--- src/rtl/coin_acceptor_pkg.sv ---
// Shared types and default constants for the coin acceptor front end.
package coin_pkg;

  typedef enum logic {
    COIN_5  = 1'b0,
    COIN_10 = 1'b1
  } coin_t;

  typedef enum logic [1:0] {
    IDLE,
    PULSE,
    GAP
  } state_t;

  localparam int unsigned DEF_DEBOUNCE_CYCLES = 4;
  localparam int unsigned DEF_FIFO_DEPTH      = 4;
  localparam int unsigned DEF_GAP_CYCLES      = 1;

endpackage

--- src/rtl/coin_acceptor_debounce.sv ---
// One coin-slot channel: 2-flop synchroniser, debounce counter, and a
// single-cycle event on each debounced 0->1 transition.
module coin_debounce
  import coin_pkg::*;
#(
  parameter int unsigned DEBOUNCE_CYCLES = DEF_DEBOUNCE_CYCLES
) (
  input  logic clk,
  input  logic rst,
  input  logic raw,
  output logic coin_event
);

  localparam int unsigned CW = $clog2(DEBOUNCE_CYCLES + 1);

  logic          sync1;
  logic          sync2;
  logic          stable;
  logic [CW-1:0] cnt;
  logic          settle;

  // The flip happens on the edge where the count would reach DEBOUNCE_CYCLES.
  assign settle     = (sync2 != stable) && (cnt == CW'(DEBOUNCE_CYCLES - 1));
  assign coin_event = settle && sync2;

  always_ff @(posedge clk) begin
    if (!rst) begin
      sync1  <= 1'b0;
      sync2  <= 1'b0;
      stable <= 1'b0;
      cnt    <= '0;
    end else begin
      sync1 <= raw;
      sync2 <= sync1;
      if (sync2 == stable) begin
        cnt <= '0;
      end else if (settle) begin
        stable <= sync2;
        cnt    <= '0;
      end else begin
        cnt <= cnt + CW'(1);
      end
    end
  end

endmodule

--- src/rtl/coin_acceptor.sv ---
// Coin-slot front end: debounces both sensors, classifies/rejects coins,
// queues accepted ones and replays them as spaced single-cycle pulses.
module coin_acceptor
  import coin_pkg::*;
#(
  parameter int unsigned DEBOUNCE_CYCLES = DEF_DEBOUNCE_CYCLES,
  parameter int unsigned FIFO_DEPTH      = DEF_FIFO_DEPTH,
  parameter int unsigned GAP_CYCLES      = DEF_GAP_CYCLES
) (
  input  logic                              clk,
  input  logic                              rst,
  input  logic                              coin5_raw,
  input  logic                              coin10_raw,
  input  logic                              accept_en,
  output logic                              five_rup,
  output logic                              ten_rup,
  output logic                              coin_reject,
  output logic [$clog2(FIFO_DEPTH+1)-1:0]   pending_cnt
);

  localparam int unsigned CNT_W = $clog2(FIFO_DEPTH + 1);
  localparam int unsigned PTR_W = (FIFO_DEPTH > 1) ? $clog2(FIFO_DEPTH) : 1;
  localparam int unsigned GAP_W = $clog2(GAP_CYCLES + 1);

  logic ev5;
  logic ev10;

  coin_debounce #(.DEBOUNCE_CYCLES(DEBOUNCE_CYCLES)) u_deb5 (
    .clk        (clk),
    .rst        (rst),
    .raw        (coin5_raw),
    .coin_event (ev5)
  );

  coin_debounce #(.DEBOUNCE_CYCLES(DEBOUNCE_CYCLES)) u_deb10 (
    .clk        (clk),
    .rst        (rst),
    .raw        (coin10_raw),
    .coin_event (ev10)
  );

  logic             any_event;
  logic             fifo_full;
  logic             fifo_nonempty;
  logic             push;
  logic             pop;
  logic             reject;
  coin_t            push_code;
  coin_t            mem [FIFO_DEPTH];
  logic [PTR_W-1:0] wr_ptr;
  logic [PTR_W-1:0] rd_ptr;

  assign any_event     = ev5 || ev10;
  assign fifo_full     = (pending_cnt == CNT_W'(FIFO_DEPTH));
  assign fifo_nonempty = (pending_cnt != '0);
  assign push          = any_event && !(ev5 && ev10) && accept_en && !fifo_full;
  assign reject        = any_event && !push;
  assign push_code     = ev10 ? COIN_10 : COIN_5;

  always_ff @(posedge clk) begin
    if (!rst) begin
      wr_ptr      <= '0;
      rd_ptr      <= '0;
      pending_cnt <= '0;
      coin_reject <= 1'b0;
    end else begin
      coin_reject <= reject;
      if (push) begin
        mem[wr_ptr] <= push_code;
        wr_ptr      <= (wr_ptr == PTR_W'(FIFO_DEPTH - 1)) ? '0 : wr_ptr + PTR_W'(1);
      end
      if (pop) begin
        rd_ptr <= (rd_ptr == PTR_W'(FIFO_DEPTH - 1)) ? '0 : rd_ptr + PTR_W'(1);
      end
      case ({push, pop})
        2'b10:   pending_cnt <= pending_cnt + CNT_W'(1);
        2'b01:   pending_cnt <= pending_cnt - CNT_W'(1);
        default: pending_cnt <= pending_cnt;
      endcase
    end
  end

  state_t           state;
  state_t           next_state;
  coin_t            cur_code;
  logic [GAP_W-1:0] gap_cnt;
  logic             gap_done;

  assign gap_done = (gap_cnt == GAP_W'(GAP_CYCLES - 1));

  always_ff @(posedge clk) begin
    if (!rst) begin
      state    <= IDLE;
      cur_code <= COIN_5;
      gap_cnt  <= '0;
    end else begin
      state   <= next_state;
      gap_cnt <= (state == GAP) ? gap_cnt + GAP_W'(1) : '0;
      if (pop) begin
        cur_code <= mem[rd_ptr];
      end
    end
  end

  // The final GAP cycle hands a waiting coin straight to PULSE, so queued
  // coins go out exactly GAP_CYCLES low cycles apart instead of gaining an
  // extra IDLE cycle each.
  always_comb begin
    next_state = state;
    pop        = 1'b0;
    case (state)
      IDLE: begin
        if (fifo_nonempty) begin
          pop        = 1'b1;
          next_state = PULSE;
        end
      end
      PULSE: next_state = GAP;
      GAP: begin
        if (gap_done) begin
          if (fifo_nonempty) begin
            pop        = 1'b1;
            next_state = PULSE;
          end else begin
            next_state = IDLE;
          end
        end
      end
      default: next_state = IDLE;
    endcase
  end

  always_comb begin
    five_rup = 1'b0;
    ten_rup  = 1'b0;
    if (state == PULSE) begin
      five_rup = (cur_code == COIN_5);
      ten_rup  = (cur_code == COIN_10);
    end
  end

endmodule

--- config.mk ---
export PLATFORM = sky130hd
export DESIGN_NAME = coin_acceptor
export DESIGN_NICKNAME = d
export VERILOG_FILES = /design/src/rtl/coin_acceptor_pkg.sv /design/src/rtl/coin_acceptor_debounce.sv /design/src/rtl/coin_acceptor.sv
export SDC_FILE = /design/constraint.sdc
export NUM_CORES = 1
export LEC_CHECK = 0
export BUFFER_PORTS_ARGS = -buffer_cell sky130_fd_sc_hd__buf_2
export CORE_ASPECT_RATIO = 1.1
export CORE_MARGIN = 2
export CORE_UTILIZATION = 40
export CTS_CLUSTER_SIZE = 12
export DETAILED_ROUTE_END_ITERATION = 16
export HOLD_SLACK_MARGIN = 0.06
export PLACE_DENSITY_LB_ADDON = 0.3
export SYNTH_ARGS = -nofsm -noshare
export SYNTH_HDL_FRONTEND = slang
export SYNTH_SLANG_ARGS = --single-unit
--- constraint.sdc ---
create_clock -name clk -period 3.25 [get_ports clk]
set_input_delay 0.1625 -clock clk [delete_from_list [all_inputs] [get_ports clk]]
set_output_delay 0.1625 -clock clk [all_outputs]
set_load 0.01 [all_outputs]
* Word-level counts from Yosys, hierarchy flattened
Memories as Yosys holds them, arrays and structs flattened. A register that Yosys moved wholly into a read port is not among the register bits. Index checks and enable logic that the tools add are counted.
Cells by class: $add $sub $neg 7, equality and inequality tests 15, multiplexer cells 16, bitwise logic cells 4, reductions and logical operators 23
Operator list (number):
- adder 3 x 1 -> 3 bit (second input constant) | 3
- logical AND 1 bit | 9
- two-way mux 1 bit | 9
- == test 2 bit (second input constant) | 4
- two-way mux 2 bit | 4
- AND reduction 2 bit | 4
- == test 3 x 2 -> 1 bit (second input constant) | 2
- one-hot mux 2 bit (3 select lines) | 1
- one-hot mux 3 bit (2 select lines) | 1
- OR reduction 3 bit | 2
- adder 2 x 1 -> 2 bit (second input constant) | 2
- == test 2 x 1 -> 1 bit (second input constant) | 2
- logical NOT 1 bit | 4
- != test 2 bit (second input constant) | 2
- NOT 1 bit | 4
- == test 3 bit (second input constant) | 1
- nonzero test 3 bit | 1
- subtractor 3 x 1 -> 3 bit (second input constant) | 1
- == test 1 bit | 2
- logical NOT 2 bit | 1
- != test 1 bit | 2
- one-hot mux 1 bit (2 select lines) | 1
- nonzero test 2 bit | 1
- adder 1 bit (second input constant) | 1
- logical OR 1 bit | 1
Word-level totals: bits in registers 23, bits in writable memories 4, output and inout port bits 6, word-level logic and storage cells 80, memories 1
Memory list:
- mem | words 4, bits a word 1, rd ports 1, clocked after memory_dff 1, wr ports 1, line coin_acceptor.sv:49 | coin_t mem [FIFO_DEPTH];

* Depth between registers and ports, before layout
Gate-level depths: netlist (run 1).
depth in word-level cells 11, mapped depth 14

* Modules after synthesis
Synthesis (run 1) repeated with hierarchy kept, for this count alone.
Second synthesis, totals: cell total of the unflattened synthesis 116, area, all modules 1219.9 um^2
By module, submodules not included:
- coin_acceptor | instances 1, cells an instance 78, area an instance 777.0 um^2, seq. area each 360.3 um^2
- coin_debounce | instances 2, cells an instance 19, area an instance 221.5 um^2, seq. area each 120.1 um^2

* Worst setup path after synthesis (run 1)
Ideal clock, no wire load.
path type flip-flop to flip-flop, start reg u_deb10.cnt[0], end reg pending_cnt[2], setup time 0.071 ns, data arrival time 2.650 ns, slack 0.530 ns, stages on the path, launching flop included 15, path buffers 0, path through dfxtp_1 ha_1 ha_1 nand2_1 or2_2 ha_1 nand2_1 nor2_1 inv_1 ha_1 inv_1 fa_1 xor2_1 or3_1 a21oi_1
On the way: word-level cells in the longest chain between the ends 10
RTL lines:
- start: declaration | line coin_acceptor_debounce.sv:19 | logic [CW-1:0] cnt;
- start signal: assignment | line coin_acceptor_debounce.sv:41 | cnt <= cnt + CW'(1);
- == test 3 x 2 -> 1 bit (*) | line coin_acceptor_debounce.sv:23 | assign settle = (sync2 != stable) && (cnt == CW'(DEBOUNCE_CYCLES - 1));
- logical AND 1 bit (*) | line coin_acceptor_debounce.sv:23
- logical AND 1 bit (*) | line coin_acceptor_debounce.sv:24 | assign coin_event = settle && sync2;
- logical AND 1 bit | line coin_acceptor.sv:56 | assign push = any_event && !(ev5 && ev10) && accept_en && !fifo_full;
- logical NOT 1 bit | line coin_acceptor.sv:56
- logical AND 1 bit (*) (3 in a row) | line coin_acceptor.sv:56
- == test 2 x 1 -> 1 bit / == test 2 bit (equally long branches) | line coin_acceptor.sv:75 | case ({push, pop})
- one-hot mux 3 bit (2 select lines) / nonzero test 2 bit (equally long branches)
- end signal: assignment | line coin_acceptor.sv:76 | 2'b10: pending_cnt <= pending_cnt + CNT_W'(1);
- end signal: assignment | line coin_acceptor.sv:77 | 2'b01: pending_cnt <= pending_cnt - CNT_W'(1);
- end signal: assignment | line coin_acceptor.sv:78 | default: pending_cnt <= pending_cnt;
- end: declaration | line coin_acceptor.sv:18 | output logic [$clog2(FIFO_DEPTH+1)-1:0] pending_cnt
Every way passes the cells marked *; elsewhere a longest branch is shown, timed or not. A chain may end at the register's enable or synchronous reset.

* Worst setup path in the final report (run 1)
Same ends and word-level chain as after synthesis.

==> flow_metrics.tcl, run 1 <==
set metrics [dict create \
    status "completed" \
    path_cells "ha_1, ha_1, nand2_1, or2_2, ha_1, nand2_1, nor2_1, inv_1, ha_1, inv_1, fa_1, xor2_1, or3_1, a21oi_1" \
    vias 795 \
    syn2layout_area_growth_pct 13.0 \
    ys_ff_latch 28 \
    end_kind "register" \
    use_met3_pct 1.89 \
    min_period_ns 2.96 \
    power_frac_comb_pct 2.5 \
    port_buffers 10 \
    avgSynthCellArea_um2 10.2 \
    holdBufCountCts 2 \
    synth_top_cell_area_share_pct 40.0 \
    gp_congestion 0.729 \
    path_clk_slew_ns 0.15 \
    netSwitchingPower_mw 0.112 \
    clk_path_buf_depth 2 \
    vdd_drop_max_uv 262 \
    hold_path_class "in -> reg" \
    die_h_um 61.5 \
    fmax_mhz 338 \
    dieWidth_um 56.3 \
    setup_violations 0 \
    maxSlewViolCount 0 \
    seqCellArea_um2 601 \
    crit_top_cell "ha_1" \
    leakagePower_nw 0.556 \
    antenna_left 0 \
    cts_sinks 28 \
    first_global_vias 774 \
    use_met2_pct 23.5 \
    cts_buffers 3 \
    gr-max-usage-layer "met2" \
    worst-setup-path-type "reg -> reg" \
    grt_overflow 0 \
    cp_max_fo 6 \
    die_area_um2 3460 \
    cts-root-buf "clkbuf_4" \
    clkLatencyLatePin_ns 0.32 \
    seq_area_frac_synth_pct 50.0 \
    synthArstFlopShare_pct 0 \
    total_power_mw 0.597 \
    worstPathArrival_ns 3.23 \
    n_antenna_cell 0 \
    routed_wl_um 1830 \
    core_um2 2800 \
    drt-pass1-iter-count 3 \
    tightest_slew_ns 0.529 \
    avgRoutedWirePerCell_um 11.1 \
    cts_setup_buffers 0 \
    synth-edff-count 4 \
    multi_input_area_um2 544 \
    ios 11 \
    critPathSlowestCell "dfxtp_1" \
    synth_ff_type "dfxtp_1" \
    cp_top_family "adder cells" \
    internal-power_mw 0.485 \
    crit_required_ns 3.52 \
    dp_hpwl_um 1380 \
    final_cell_mix "dfxtp_1, nor2_1, inv_1" \
    fin_nets 150 \
    rows 20 \
    pwr-share-seq_pct 59.5 \
    synthCells 118 \
    cp_slowest_stage_delay_ns 0.37 \
    power_density_nw_per_um2 440 \
    grt_util_met1_pct 15.0 \
    finalHoldViolCount 0 \
    htreeDepth 1 \
    max-cap-violations 0 \
    final_common_cell "dfxtp_1" \
    grt.total_usage_pct 12.7 \
    synth_area_leader_cell "dfxtp_1" \
    drt_iter0_markers 19 \
    synth.net_count 135 \
    maxSlewHeadroom_pct 64.5 \
    crit_buf_inv 2 \
    instances_no_fill 165 \
    cts_tree "yes" \
    ys_top_cells_by_area "dfxtp_1, ha_1, edfxtp_1" \
    postCtsResizedCells 0 \
    syn-cell-area_um2 1200 \
    ys_types 27 \
    switching_share_pct 18.7 \
    placed_cells 159 \
    layout-drive-gt1-share_pct 12.1 \
    drc 0 \
    routed_via_density 4.82 \
    yosys_warnings 0 \
    pwr-share-clk_pct 38.0 \
    fill_cells 269 \
    start_kind "register" \
    antenna_found_initial 0 \
    finClkSkew_ns 0.00352 \
    tns_ns 0 \
    rsz0062_at_grt "false" \
    initial_core_util_pct 42.9 \
    grt_pass1_wl_um 3330 \
    post-route-period-util_pct 91.1 \
    grt_max_degree 17 \
]
==> cell usage after synthesis, drive strengths merged, types with 2 or more instances <==
library cell / number
dfxtp: 24
nor2: 14
inv: 13
ha: 11
a21oi: 6
and2: 4
and3: 4
edfxtp: 4
o21a: 4
nand2: 3
nor3: 3
nor3b: 3
o21ai: 3
or3: 3
clkbuf: 2
nand2b: 2
nand3b: 2
or4: 2
xnor2: 2
xor2: 2
==> cells by family (layout without fill, tap and decap cells) <==
family	count (synthesis)	in the layout	share of synthesized area [%]
mux	2	2	2.71
xor+xnor	4	4	2.92
flops	28	28	50.0
buf+inv	15	29	4.69
simple gates	42	42	19.0
compound gates	15	15	7.60
fa+ha+maj	12	12	13.1
==> power groups by stage <==
| stage | clock network (mW) | registers, mW | logic (mW) |
|---|---|---|---|
| 2_1_floorplan | 0 | 0.363 | 0.00856 |
| 3_3_place_gp | 0 | 0.363 | 0.0128 |
| 3_5_place_dp | 0 | 0.363 | 0.0132 |
| 4_1_cts | 0.237 | 0.355 | 0.0150 |
| 5_1_grt | 0.252 | 0.356 | 0.0169 |
| 6_report | 0.227 | 0.355 | 0.0147 |
==> sequential cells by signal, indices dropped and copies added, names as in the netlist <==
register and flops:
u_deb5.sync1 1, u_deb5.sync2 1, u_deb10.sync2 1, u_deb5.stable 1, cur_code 1, gap_cnt 1, u_deb10.cnt 3, wr_ptr 2
coin_reject 1, rd_ptr 2, state 2, mem 4, u_deb10.stable 1, u_deb10.sync1 1, u_deb5.cnt 3, pending_cnt 3
==> per-stage QoR <==
step	utilization [%]	hold WS, ns	worst slack, ns	instance area (um2)
finish	48.4	0.147	0.288	1360
detailed placement	45.8	0.375	0.308	1280
CTS	48.4	0.137	0.257	1360
floorplan	-	0.290	0.530	1200
global placement	45.8	0.369	0.415	1280
global route	48.4	0.136	0.0777	1360
==> worst reg2reg max path, cell delays in order, from the launching register on <==
cell and delay, ns:
dfxtp_1 0.37, ha_1 0.16, ha_1 0.18, nand2_1 0.07, or2_2 0.28, ha_1 0.29, nand2_1 0.14, nor2_1 0.11
inv_1 0.09, ha_1 0.18, inv_1 0.07, fa_1 0.37, xor2_1 0.16, or3_1 0.30, a21oi_1 0.14
==> per-layer routing <==
metal	vias up	share of wire [%]
li1	422	-
met1	360	45
met2	9	52
met3	4	2.2
met4	0	1.4
met5	-	0
==> area by class of cell <==
type | count | share of cell area (%)
sequential | 28 | 44.2
multi-input combinational | 75 | 40.1
timing repair buffer | 12 | 5.16
inverter | 13 | 3.59
tap | 33 | 3.04
clock inverter | 1 | 2.21
clock buffer | 3 | 1.66
==> worst paths after layout <==
kind,slack (ns),from,depth (start not counted),end
worst min register to register,0.43,u_deb5.cnt[0],1,u_deb5.cnt[0]
worst max register to register,0.29,u_deb10.cnt[0],14,pending_cnt[2]
worst max-delay path,0.29,u_deb10.cnt[0],14,pending_cnt[2]
worst min-delay path,0.15,rst,2,wr_ptr[1]
Note: power is estimated with default switching activity, not from simulation.
==> inputs of run 2 (changes only) <==
RECOVER_POWER = 50   (was default)
==> flow_metrics.tcl, run 2 (synthesis results as in run 1) <==
set metrics [dict create \
    tightest_slew_ns 0.530 \
    worstSetupEndpoint "pending_cnt[2]" \
    port_buffers 10 \
    hold_path_class "in -> reg" \
    maxSlewHeadroom_pct 64.4 \
    postCtsResizedCells 0 \
    crit_required_ns 3.52 \
    total_power_mw 0.598 \
    fin_nets 150 \
    drt-pass1-iter-count 3 \
    start_kind "register" \
    fmax_mhz 338 \
    drt_iter0_markers 18 \
    fill_cells 273 \
    finalHoldViolCount 0 \
    r2r_cells 14 \
    setup_violations 0 \
    power_density_nw_per_um2 443 \
    post-route-period-util_pct 91.0 \
    max-cap-violations 0 \
    worst-setup-path-type "reg -> reg" \
    multi_input_area_um2 544 \
    final_common_cell "dfxtp_1" \
    cts_setup_buffers 0 \
    worstPathArrival_ns 3.23 \
    avgRoutedWirePerCell_um 11.1 \
    largest_reg_flops 4 \
    placed_cells 159 \
    antenna_found_initial 0 \
    cp-startpoint "u_deb10.cnt[0]" \
    cts-root-buf "clkbuf_4" \
    die_h_um 61.5 \
    dieWidth_um 56.3 \
    status "completed" \
    post-route-cell-area_um2 1350 \
    cts_tree "yes" \
    finClkSkew_ns 0.00168 \
    routed_wl_um 1840 \
    syn2layout_area_growth_pct 12.4 \
    vdd_drop_max_uv 262 \
    clkLatencyLatePin_ns 0.32 \
    holdBufCountCts 2 \
    die_area_um2 3460 \
    vias 796 \
    grt_max_degree 17 \
    grt_pass1_wl_um 3330 \
    rows 20 \
    cts_sinks 28 \
    core_um2 2800 \
    cts_buffers 3 \
    cp_max_fo 6 \
    clk_path_buf_depth 2 \
    dp_hpwl_um 1380 \
    rsz0062_at_grt "false" \
    min_period_ns 2.96 \
    grt.total_usage_pct 12.7 \
    n_antenna_cell 0 \
    end_kind "register" \
    first_global_vias 774 \
    antenna_left 0 \
    tns_ns 0 \
    leakagePower_nw 0.528 \
    drc 0 \
    maxSlewViolCount 0 \
    layout-drive-gt1-share_pct 7.58 \
    ios 11 \
    final_util_pct 48.2 \
    instances_no_fill 165 \
    worstReg2RegEnd "pending_cnt[2]" \
    seqCellArea_um2 601 \
    final_cell_mix "dfxtp_1, nor2_1, inv_1" \
    r2r_setup_slack_ns 0.29 \
    routed_via_density 4.82 \
    timing.rr.start "u_deb10.cnt[0]" \
    gp_congestion 0.729 \
    regMostFlops "mem" \
    grt_overflow 0 \
    htreeDepth 1 \
    path_clk_slew_ns 0.15 \
    placed_area_um2 1280 \
    initial_core_util_pct 42.9 \
]
==> run 2: changes by cell type in the layout (fill, tap and decap cells not counted), sizes merged <==
cell	change
clkbuf	+6
buf	-6
==> run 2: cell type report <==
type	count	share of cell area [%]
clock buffers	3	1.67
clock inverters	1	2.22
inverters	13	3.61
multi-input cells	75	40.3
flip-flops and latches	28	44.5
well taps	33	3.06
repair buffers	12	4.63
==> run 2: through the flow <==
stage          worst slack (ns)  hold WS (ns)
2_1_floorplan             0.530         0.290
6_report                  0.294         0.145
4_1_cts                   0.257         0.137
5_1_grt                  0.0777         0.136
3_5_place_dp              0.308         0.375
3_3_place_gp              0.415         0.369
==> run 2: how the worst min path moves through the flow <==
| stage | startpoint | to | slack, ns | depth (start not counted) |
|---|---|---|---|---|
| after CTS | rst | rd_ptr[1] | 0.14 | 2 |
| after floorplan | coin10_raw | u_deb10.sync1 | 0.29 | 1 |
| after global placement | coin5_raw | u_deb5.sync1 | 0.37 | 2 |
| after detailed placement | coin5_raw | u_deb5.sync1 | 0.38 | 2 |
| after global routing | rst | rd_ptr[1] | 0.14 | 2 |
| final | rst | wr_ptr[1] | 0.15 | 2 |
==> run 2: critical path: stages (launching register included) <==
cell and delay, ns:
dfxtp_1 0.37, ha_1 0.16, ha_1 0.18, nand2_1 0.07, or2_2 0.28, ha_1 0.29
nand2_1 0.14, nor2_1 0.11, inv_1 0.09, ha_1 0.18, inv_1 0.07, fa_1 0.37
xor2_1 0.16, or3_1 0.30, a21oi_1 0.13
==> run 2: layer usage <==
metal	global-route usage, %	wire, um	vias up
met2	23.5	948	9
met4	5.10	25	0
met5	0	0	-
li1	-	-	423
met3	1.89	43	4
met1	15.0	821	360
==> run 2: where the power goes <==
part,total [mW],internal [mW],switching [mW]
sequential,0.355,0.354,0.00174
clock,0.228,0.125,0.103
combinational,0.0146,0.00677,0.00784
total,0.598,0.485,0.113
